--- config.mk ---
export PLATFORM = sky130hd
export DESIGN_NAME = execute_unit
export DESIGN_NICKNAME = d
export VERILOG_FILES = /design/src/rtl/execute_pkg.sv /design/src/rtl/serial_divider.sv /design/src/rtl/execute_unit.sv
export SDC_FILE = /design/constraint.sdc
export NUM_CORES = 1
export LEC_CHECK = 0
export CORE_UTILIZATION = 55
export DETAILED_ROUTE_END_ITERATION = 16
export PLACE_DENSITY = 0.8
export RECOVER_POWER = 25
export SYNTH_ARGS = -nofsm -noshare
export SYNTH_HDL_FRONTEND = slang
export SYNTH_SLANG_ARGS = --single-unit
--- constraint.sdc ---
create_clock -name clk -period 16.8 [get_ports clk]
set_input_delay 3.36 -clock clk [delete_from_list [all_inputs] [get_ports clk]]
set_output_delay 3.36 -clock clk [all_outputs]
set_load 0.03 [all_outputs]
--- src/rtl/execute_pkg.sv ---
// Shared types for the integer execute unit: opcode encoding and control states.
package execute_pkg;
  localparam int OPW = 3;

  typedef enum logic [OPW-1:0] {
    OP_ADD = 3'b000,
    OP_SUB = 3'b001,
    OP_MUL = 3'b010,
    OP_DIV = 3'b011,
    OP_REM = 3'b100,
    OP_AND = 3'b101,
    OP_OR  = 3'b110,
    OP_XOR = 3'b111
  } op_e;

  typedef enum logic {
    IDLE    = 1'b0,
    DIV_RUN = 1'b1
  } state_e;

  function automatic logic is_div_op(input op_e op);
    return (op == OP_DIV) || (op == OP_REM);
  endfunction
endpackage

--- src/rtl/serial_divider.sv ---
// Unsigned restoring divider, one quotient bit per cycle, WIDTH cycles after start.
// done/quotient/remainder are combinational on the final iteration so the caller can register them.
module serial_divider #(
  parameter int WIDTH = 8
) (
  input  logic             clk,
  input  logic             reset,
  input  logic             start,
  input  logic [WIDTH-1:0] dividend,
  input  logic [WIDTH-1:0] divisor,
  output logic             done,
  output logic [WIDTH-1:0] quotient,
  output logic [WIDTH-1:0] remainder
);
  localparam int CW = (WIDTH > 2) ? $clog2(WIDTH) : 1;

  logic             r_busy;
  logic [CW-1:0]    r_cnt;
  logic [WIDTH-1:0] r_rem;
  logic [WIDTH-1:0] r_quo;
  logic [WIDTH-1:0] r_dvs;

  logic [WIDTH:0]   w_trial;
  logic             w_fits;
  logic [WIDTH-1:0] w_rem_next;
  logic [WIDTH-1:0] w_quo_next;

  // r_quo doubles as the dividend shift register: its MSB feeds the remainder each step.
  assign w_trial    = {r_rem, r_quo[WIDTH-1]} - {1'b0, r_dvs};
  assign w_fits     = !w_trial[WIDTH];
  assign w_rem_next = w_fits ? w_trial[WIDTH-1:0] : {r_rem[WIDTH-2:0], r_quo[WIDTH-1]};
  assign w_quo_next = {r_quo[WIDTH-2:0], w_fits};

  assign done      = r_busy && (r_cnt == '0);
  assign quotient  = w_quo_next;
  assign remainder = w_rem_next;

  always_ff @(posedge clk) begin
    if (reset) begin
      r_busy <= 1'b0;
      r_cnt  <= '0;
      r_rem  <= '0;
      r_quo  <= '0;
      r_dvs  <= '0;
    end else if (start) begin
      r_busy <= 1'b1;
      r_cnt  <= CW'(WIDTH - 1);
      r_rem  <= '0;
      r_quo  <= dividend;
      r_dvs  <= divisor;
    end else if (r_busy) begin
      r_rem <= w_rem_next;
      r_quo <= w_quo_next;
      if (r_cnt == '0) r_busy <= 1'b0;
      else             r_cnt  <= r_cnt - 1'b1;
    end
  end
endmodule

--- src/rtl/execute_unit.sv ---
// WIDTH-bit integer execute stage: single-cycle ALU ops plus iterative DIV/REM, valid/ready on both sides.
// Results and flags are registered and held while the consumer stalls.
module execute_unit
  import execute_pkg::*;
#(
  parameter int WIDTH = 8
) (
  input  logic             clk,
  input  logic             reset,
  input  logic             in_valid,
  output logic             in_ready,
  input  logic [OPW-1:0]   op,
  input  logic [WIDTH-1:0] src1_value,
  input  logic [WIDTH-1:0] src2_value,
  output logic             out_valid,
  input  logic             out_ready,
  output logic [WIDTH-1:0] result,
  output logic             flag_zero,
  output logic             flag_carry,
  output logic             flag_dz
);
  state_e           r_state;
  logic             r_out_valid;
  logic [WIDTH-1:0] r_result;
  logic             r_zero;
  logic             r_carry;
  logic             r_dz;
  logic             r_is_rem;

  op_e                w_op;
  logic               w_accept;
  logic               w_src2_zero;
  logic               w_div_start;
  logic [WIDTH:0]     w_sum;
  logic [2*WIDTH-1:0] w_prod;
  logic [WIDTH-1:0]   w_alu_res;
  logic               w_alu_carry;
  logic               w_alu_dz;
  logic               w_div_done;
  logic [WIDTH-1:0]   w_div_quo;
  logic [WIDTH-1:0]   w_div_rem;
  logic [WIDTH-1:0]   w_div_res;

  assign w_op        = op_e'(op);
  assign in_ready    = (r_state == IDLE) && (!r_out_valid || out_ready);
  assign w_accept    = in_valid && in_ready;
  assign w_src2_zero = (src2_value == '0);
  // Divide-by-zero resolves in the ALU path, so only a real division engages the divider.
  assign w_div_start = w_accept && is_div_op(w_op) && !w_src2_zero;
  assign w_sum       = {1'b0, src1_value} + {1'b0, src2_value};
  assign w_prod      = src1_value * src2_value;
  assign w_div_res   = r_is_rem ? w_div_rem : w_div_quo;

  always_comb begin
    w_alu_res   = '0;
    w_alu_carry = 1'b0;
    w_alu_dz    = 1'b0;
    case (w_op)
      OP_ADD: begin
        w_alu_res   = w_sum[WIDTH-1:0];
        w_alu_carry = w_sum[WIDTH];
      end
      OP_SUB: begin
        w_alu_res   = src1_value - src2_value;
        w_alu_carry = (src1_value < src2_value);
      end
      OP_MUL: begin
        w_alu_res   = w_prod[WIDTH-1:0];
        w_alu_carry = |w_prod[2*WIDTH-1:WIDTH];
      end
      OP_DIV: begin
        w_alu_res = '1;
        w_alu_dz  = w_src2_zero;
      end
      OP_REM: begin
        w_alu_res = src1_value;
        w_alu_dz  = w_src2_zero;
      end
      OP_AND:  w_alu_res = src1_value & src2_value;
      OP_OR:   w_alu_res = src1_value | src2_value;
      OP_XOR:  w_alu_res = src1_value ^ src2_value;
      default: w_alu_res = '0;
    endcase
  end

  serial_divider #(.WIDTH(WIDTH)) u_div (
    .clk       (clk),
    .reset     (reset),
    .start     (w_div_start),
    .dividend  (src1_value),
    .divisor   (src2_value),
    .done      (w_div_done),
    .quotient  (w_div_quo),
    .remainder (w_div_rem)
  );

  always_ff @(posedge clk) begin
    if (reset) begin
      r_state     <= IDLE;
      r_out_valid <= 1'b0;
      r_result    <= '0;
      r_zero      <= 1'b0;
      r_carry     <= 1'b0;
      r_dz        <= 1'b0;
      r_is_rem    <= 1'b0;
    end else begin
      case (r_state)
        IDLE: begin
          if (r_out_valid && out_ready) r_out_valid <= 1'b0;
          if (w_div_start) begin
            r_state  <= DIV_RUN;
            r_is_rem <= (w_op == OP_REM);
          end else if (w_accept) begin
            r_out_valid <= 1'b1;
            r_result    <= w_alu_res;
            r_zero      <= (w_alu_res == '0);
            r_carry     <= w_alu_carry;
            r_dz        <= w_alu_dz;
          end
        end
        DIV_RUN: begin
          if (w_div_done) begin
            r_state     <= IDLE;
            r_out_valid <= 1'b1;
            r_result    <= w_div_res;
            r_zero      <= (w_div_res == '0);
            r_carry     <= 1'b0;
            r_dz        <= 1'b0;
          end
        end
        default: r_state <= IDLE;
      endcase
    end
  end

  assign out_valid  = r_out_valid;
  assign result     = r_result;
  assign flag_zero  = r_zero;
  assign flag_carry = r_carry;
  assign flag_dz    = r_dz;
endmodule

==> results_dict.tcl, run 1 <==
set metrics [dict create \
    grt_usage_pct 30.0 \
    fp-row-count 36 \
    seq_area_sq_um 841 \
    synth_top_area_share_pct 15.6 \
    drcViolationCount 0 \
    synthCells 720 \
    syn2layout_area_growth_pct 9.56 \
    worstPathArrival_ns 8.79 \
    most-common-layout-cells "nor2_1 (106), inv_1 (94), ha_1 (70), a21oi_1 (52), nand2_1 (47)" \
    setup_viol 0 \
    clock_skew_ns 0.0135 \
    grt_pass1_wl_microns 24700 \
    fin_crit_sh_pct 51.3 \
    overflow 0 \
    hold_viol 0 \
    syn_nets 852 \
    relSlewSlack_pct -20.8 \
    synthArstFlopShare_pct 0 \
    status "finished with violations" \
    power.density_nw_per_um2 77.5 \
    synthXorXnorAreaFrac_pct 1.71 \
    postCtsSetupBuffers 0 \
    wl_per_cell_microns 17.4 \
    seq_area_frac_synth_pct 14.9 \
    vias 5283 \
    end_kind "flip-flop" \
    multi_input_area_sq_um 4300 \
    cts_buffers 5 \
    coreArea_sq_um 9860 \
    maxClockFrequency_mhz 116 \
    synth_ff_type "dfxtp_1" \
    tightest_slew_ns 1.81 \
    routed_wl_microns 15100 \
    rsz0062_at_grt "false" \
    maxCapViolations 1 \
    first_pass_iters 6 \
    failed_checks "max-capacitance violations, max-slew violations" \
    clock_sinks 42 \
    cts_tree "done" \
    ys_warn_count 0 \
    io_pins 36 \
    startpoint_type "input pin" \
    critical_path.max_fanout 8 \
    synth-simple-area-share_pct 19.0 \
    clk_latency_ns 0.29 \
    finalMaxSlewViolations 45 \
    ir_worst_vdd_mv 0.0800 \
    cts.path.max_buffers 2 \
    routabilityCongestion 0.997 \
    final_nets 869 \
    root_buffer "clkbuf_8" \
    first_global_vias 5114 \
    synth_fa_ha_area_share_pct 29.4 \
    synth_edf_count 0 \
    grt_max_degree 45 \
    p_leak_nw 2.79 \
    synth_top_family_by_area "adder cells" \
    synth.area.mux_share_pct 5.00 \
    cts_htree_levels 2 \
    dp_hpwl_microns 11900 \
    rrSetupSlack_ns 13.13 \
    drt_iter0_drc 405 \
    postCtsHoldBufs 0 \
    start_util_pct 57.0 \
    drive_gt1_share_pct 4.20 \
    final_common_cell "nor2_1" \
    criticalPathCategory "in -> reg" \
    p_total_mw 0.478 \
    netlist_top_cells_area "ha_1 (16%), dfxtp_1 (15%), fa_1 (14%)" \
    syn_area_sq_um 5630 \
    synthDistinctLibCells 74 \
    diodes 0 \
    clk_pin_slew_ns 0.09 \
    vias_per_cell 6.07 \
    hp-class "reg -> reg" \
    fill_cells 850 \
    worstPathRequired_ns 16.97 \
    synth-seq-cells 42 \
    syn_area_per_cell_sq_um 7.81 \
    ant_nets 0 \
    die_w_microns 103 \
    die_area_sq_um 10600 \
    yosys.area.top_type "ha_1" \
    placement.io_buffers 35 \
    cts_resized 0 \
    setup_tns_ns 0 \
    synth-compound-area-share_pct 21.2 \
    min_period_ns 8.62 \
    antenna_found_initial 0 \
    fp.dieH_microns 103 \
]
## state kept, by name, indices dropped and copies added, names as in the netlist, 3 cells and up
name	flops
result	8
u_div.r_quo	8
u_div.r_rem	8
u_div.r_dvs	8
u_div.r_cnt	3
## through the flow
| step | cell area [sq um] | hold slack, ns | util [%] | cells | setup slack (ns) |
|---|---|---|---|---|---|
| after floorplan | 5630 | 0.454 | - | 720 | 9.19 |
| after global placement | 6060 | 0.468 | 61.4 | 863 | 8.21 |
| after detailed placement | 6060 | 0.475 | 61.4 | 863 | 8.03 |
| after CTS | 6170 | 0.494 | 62.5 | 871 | 8.30 |
| after global routing | 6160 | 0.526 | 62.5 | 871 | 7.86 |
| final | 6160 | 0.493 | 62.5 | 871 | 8.18 |
## power by group
| part | leakage, nW | total, mW | switching [mW] | internal [mW] |
|---|---|---|---|---|
| combinational | 2.40 | 0.287 | 0.165 | 0.121 |
| sequential | 0.342 | 0.110 | 0.00525 | 0.105 |
| clock | 0.0514 | 0.0807 | 0.0363 | 0.0444 |
| total | 2.79 | 0.478 | 0.207 | 0.271 |
## layout make-up
class / count / share of cell area (%)
multi-input cells: 551 / 69.7
flip-flops and latches: 42 / 13.6
repair buffers: 40 / 6.23
inverters: 97 / 5.91
well taps: 133 / 2.70
clock buffers: 6 / 1.18
clock inverters: 2 / 0.609
## kinds of logic (layout without fill, tap and decap cells)
family,after synthesis,count (layout)
AND/OR/NAND/NOR,229,229
AO/OA/AOI/OAI,175,175
buffers and inverters,127,145
adder cells (fa/ha/maj),109,109
flip-flops,42,42
multiplexers,27,27
XOR/XNOR,11,11
## final timing paths
kind | startpoint | to | cells after the start
worst max-delay path | src1_value[5] | flag_carry$_SDFFE_PP0P_ | 19
worst min-delay path | u_div.r_dvs[6]$_SDFFE_PP0P_ | u_div.r_dvs[6]$_SDFFE_PP0P_ | 2
worst max register to register | r_state$_SDFF_PP0_ | flag_carry$_SDFFE_PP0P_ | 7
worst min register to register | u_div.r_dvs[6]$_SDFFE_PP0P_ | u_div.r_dvs[6]$_SDFFE_PP0P_ | 2
## cells in the mapped netlist (4+ instances only)
cell,instances
mux2i_1,24
xor2_1,5
ha_1,70
dfxtp_1,42
inv_1,94
buf_1,4
or4_1,4
nand3_1,12
a31oi_1,7
o221ai_1,5
nor2b_1,4
nor2_1,106
a221o_1,5
clkbuf_1,23
xnor2_1,6
a21oi_1,52
a211oi_1,17
nand2_1,47
a21o_1,6
nand2b_1,15
o2111ai_1,4
o21ai_0,25
and3_1,5
a21boi_0,5
fa_1,39
nor3_1,7
o21a_1,8
## worst max-delay path, cell delays in order
cell and delay [ns]:
clkdlybuf4s50_1 0.64, inv_1 0.32, nor2_1 0.10, fa_1 0.51
inv_1 0.06, fa_1 0.48, inv_1 0.06, fa_1 0.53
inv_1 0.05, fa_1 0.54, inv_1 0.05, ha_1 0.33
o21ai_0 0.09, nor2_1 0.09, o31ai_1 0.30, a21boi_0 0.23
or3_1 0.38, a2111oi_0 0.51, a31oi_1 0.15
## per-layer routing
metal / GRT usage, % / wire length [microns] / up-vias
met3: 5.08 / 1120 / 28
met5: 0 / 0 / -
li1: - / - / 2522
met4: 9.75 / 422 / 0
met2: 49.6 / 7110 / 244
met1: 39.8 / 6500 / 2489
No activity file was read; power rests on OpenSTA's default activity.
==> inputs of run 2 (changes only) <==
==> constraint.sdc (replaced) <==
create_clock -name clk -period 8 [get_ports clk]
set_input_delay 1.6 -clock clk [delete_from_list [all_inputs] [get_ports clk]]
set_output_delay 1.6 -clock clk [all_outputs]
set_load 0.03 [all_outputs]
==> run 2 against run 1 <==
  * The run still ends with max-capacitance violations, max-slew violations left
  * Die area unchanged
  * Power up 110%
  * Sequential share of layout area is the same
  * Final cell count is the same
  * Clock power increased by 120%
  * Design area did not move
  * First-iteration DRC count shrank 9.6%
  * Count of clock-buffer cells in the layout unchanged
  * Combinational power up 110%
  * Sequential cell count is the same
  * Sequential power is 110% higher
  * Register-to-register slack worse by 8.8 ns
  * Critical path type unchanged
  * Highest routed layer unchanged
==> results_dict.tcl, run 2 (synthesis results as in run 1) <==
set metrics [dict create \
    start_util_pct 57.0 \
    cts_tree "done" \
    criticalPathCategory "in -> reg" \
    rr_endpoint "flag_carry$_SDFFE_PP0P_" \
    fp.dieH_microns 103 \
    cp_common_cell "inv_1" \
    worstPathArrival_ns 6.98 \
    cts_buffers 5 \
    dp.cells 863 \
    rrSetupSlack_ns 4.29 \
    relSlewSlack_pct -23.5 \
    postCtsSetupBuffers 0 \
    cts_resized 0 \
    crit_chain "clkdlybuf4s50_1 -> inv_1 -> nor2_1 -> fa_1 -> inv_1 -> fa_1 -> inv_1 -> fa_1 -> inv_1 -> fa_1 -> inv_1 -> ha_1 -> o21ai_0 -> nor2_1 -> o31ai_1 -> a21boi_0 -> or3_1 -> a2111oi_0 -> a31oi_1" \
    setup_tns_ns 0 \
    fin_crit_sh_pct 85.0 \
    drcViolationCount 0 \
    worstPathRequired_ns 8.18 \
    final_nets 869 \
    finalMaxSlewViolations 45 \
    final_area_sq_um 6160 \
    ant_nets 0 \
    grt_pass1_wl_microns 24500 \
    ir_worst_vdd_mv 0.151 \
    end_kind "flip-flop" \
    root_buffer "clkbuf_8" \
    seq_area_sq_um 841 \
    placed_cell_area_sq_um 6060 \
    finalNonFillerCells 871 \
    clk_pin_slew_ns 0.10 \
    startpoint_type "input pin" \
    slowest_delay_ns 0.58 \
    fill_cells 864 \
    antenna_found_initial 0 \
    diodes 0 \
    cts.path.max_buffers 2 \
    hold_viol 0 \
    io_pins 36 \
    p_leak_nw 2.79 \
    die_area_sq_um 10600 \
    syn2layout_area_growth_pct 9.56 \
    die_w_microns 103 \
    tightest_slew_ns 1.85 \
    clock_skew_ns 0.0214 \
    drt_iter0_drc 366 \
    rsz0062_at_grt "false" \
    hold_end "u_div.r_dvs[6]$_SDFFE_PP0P_" \
    final_util_pct 62.5 \
    coreArea_sq_um 9860 \
    cts_htree_levels 2 \
    failed_checks "max-capacitance violations, max-slew violations" \
    min_period_ns 6.80 \
    clk_latency_ns 0.31 \
    power.density_nw_per_um2 163 \
    r2r_start "r_state$_SDFF_PP0_" \
    setup_viol 0 \
    clock_sinks 42 \
    worstRegToRegCells 7 \
    grt_usage_pct 29.8 \
    hold_path_depth 2 \
    routabilityCongestion 0.996 \
    wl_per_cell_microns 17.4 \
    first_global_vias 5144 \
    placement.io_buffers 35 \
    dp_hpwl_microns 11800 \
    routed_wl_microns 15100 \
    fp-row-count 36 \
    dp_slack_ns 0.952 \
    hp-class "reg -> reg" \
    path_buf_inv 6 \
    first_pass_iters 6 \
    multi_input_area_sq_um 4300 \
    maxCapViolations 1 \
    crit_family "adder cells" \
    grt_max_degree 45 \
    status "finished with violations" \
    drive_gt1_share_pct 4.20 \
    vias_per_cell 6.08 \
    most-common-layout-cells "nor2_1 (106), inv_1 (94), ha_1 (70), a21oi_1 (52), nand2_1 (47)" \
    maxClockFrequency_mhz 147 \
    final_common_cell "nor2_1" \
    min_from "u_div.r_dvs[6]$_SDFFE_PP0P_" \
    slowest_stage "fa_1" \
    path_depth 19 \
    vias 5294 \
    overflow 0 \
    postCtsHoldBufs 0 \
    layout_setup_ws_ns 1.20 \
    critical_path.max_fanout 7 \
]
-- run 2: power by group --
part           switching (mW)  internal, mW  total [mW]  leakage [nW]
logic                   0.346         0.255       0.601          2.40
clock network          0.0817        0.0933       0.175        0.0514
registers              0.0107         0.221       0.231         0.342
-- run 2: how the worst max path moves through the flow --
stage,startpoint,end
6_report,src2_value[4],flag_carry$_SDFFE_PP0P_
5_1_grt,src1_value[5],flag_carry$_SDFFE_PP0P_
4_1_cts,src1_value[5],flag_carry$_SDFFE_PP0P_
3_5_place_dp,src1_value[2],flag_carry$_SDFFE_PP0P_
3_3_place_gp,src1_value[5],flag_carry$_SDFFE_PP0P_
2_1_floorplan,src2_value[4],flag_carry$_SDFFE_PP0P_
-- run 2: routing by layer --
layer	share of wire [%]	track usage [%]	vias up
li1	-	-	2513
met1	44	39.0	2505
met2	46	48.6	223
met3	6.4	4.81	53
met4	3.9	12.8	0
met5	0	0	-
-- run 2: worst register-to-register path: cells and delay by family, from the launching register on --
family / cells / cell delay [ns]
buffers and inverters: 1 / 1.35
AOI/OAI and AO/OA: 4 / 0.89
and+or+nand+nor: 2 / 0.82
DFF: 1 / 0.53
-- run 2: through the flow --
step	hold slack [ns]	total power, mW
4_1_cts	0.498	1.00
5_1_grt	0.526	1.09
6_report	0.493	1.01
2_1_floorplan	0.454	0.681
3_5_place_dp	0.479	0.825
3_3_place_gp	0.468	0.811
-- run 2: layout make-up --
class,instances,share of cell area [%]
well taps,133,2.70
inverters,97,5.91
clock inverters,2,0.609
flip-flops and latches,42,13.6
clock buffers,6,1.18
multi-input cells,551,69.7
repair buffers,40,6.23
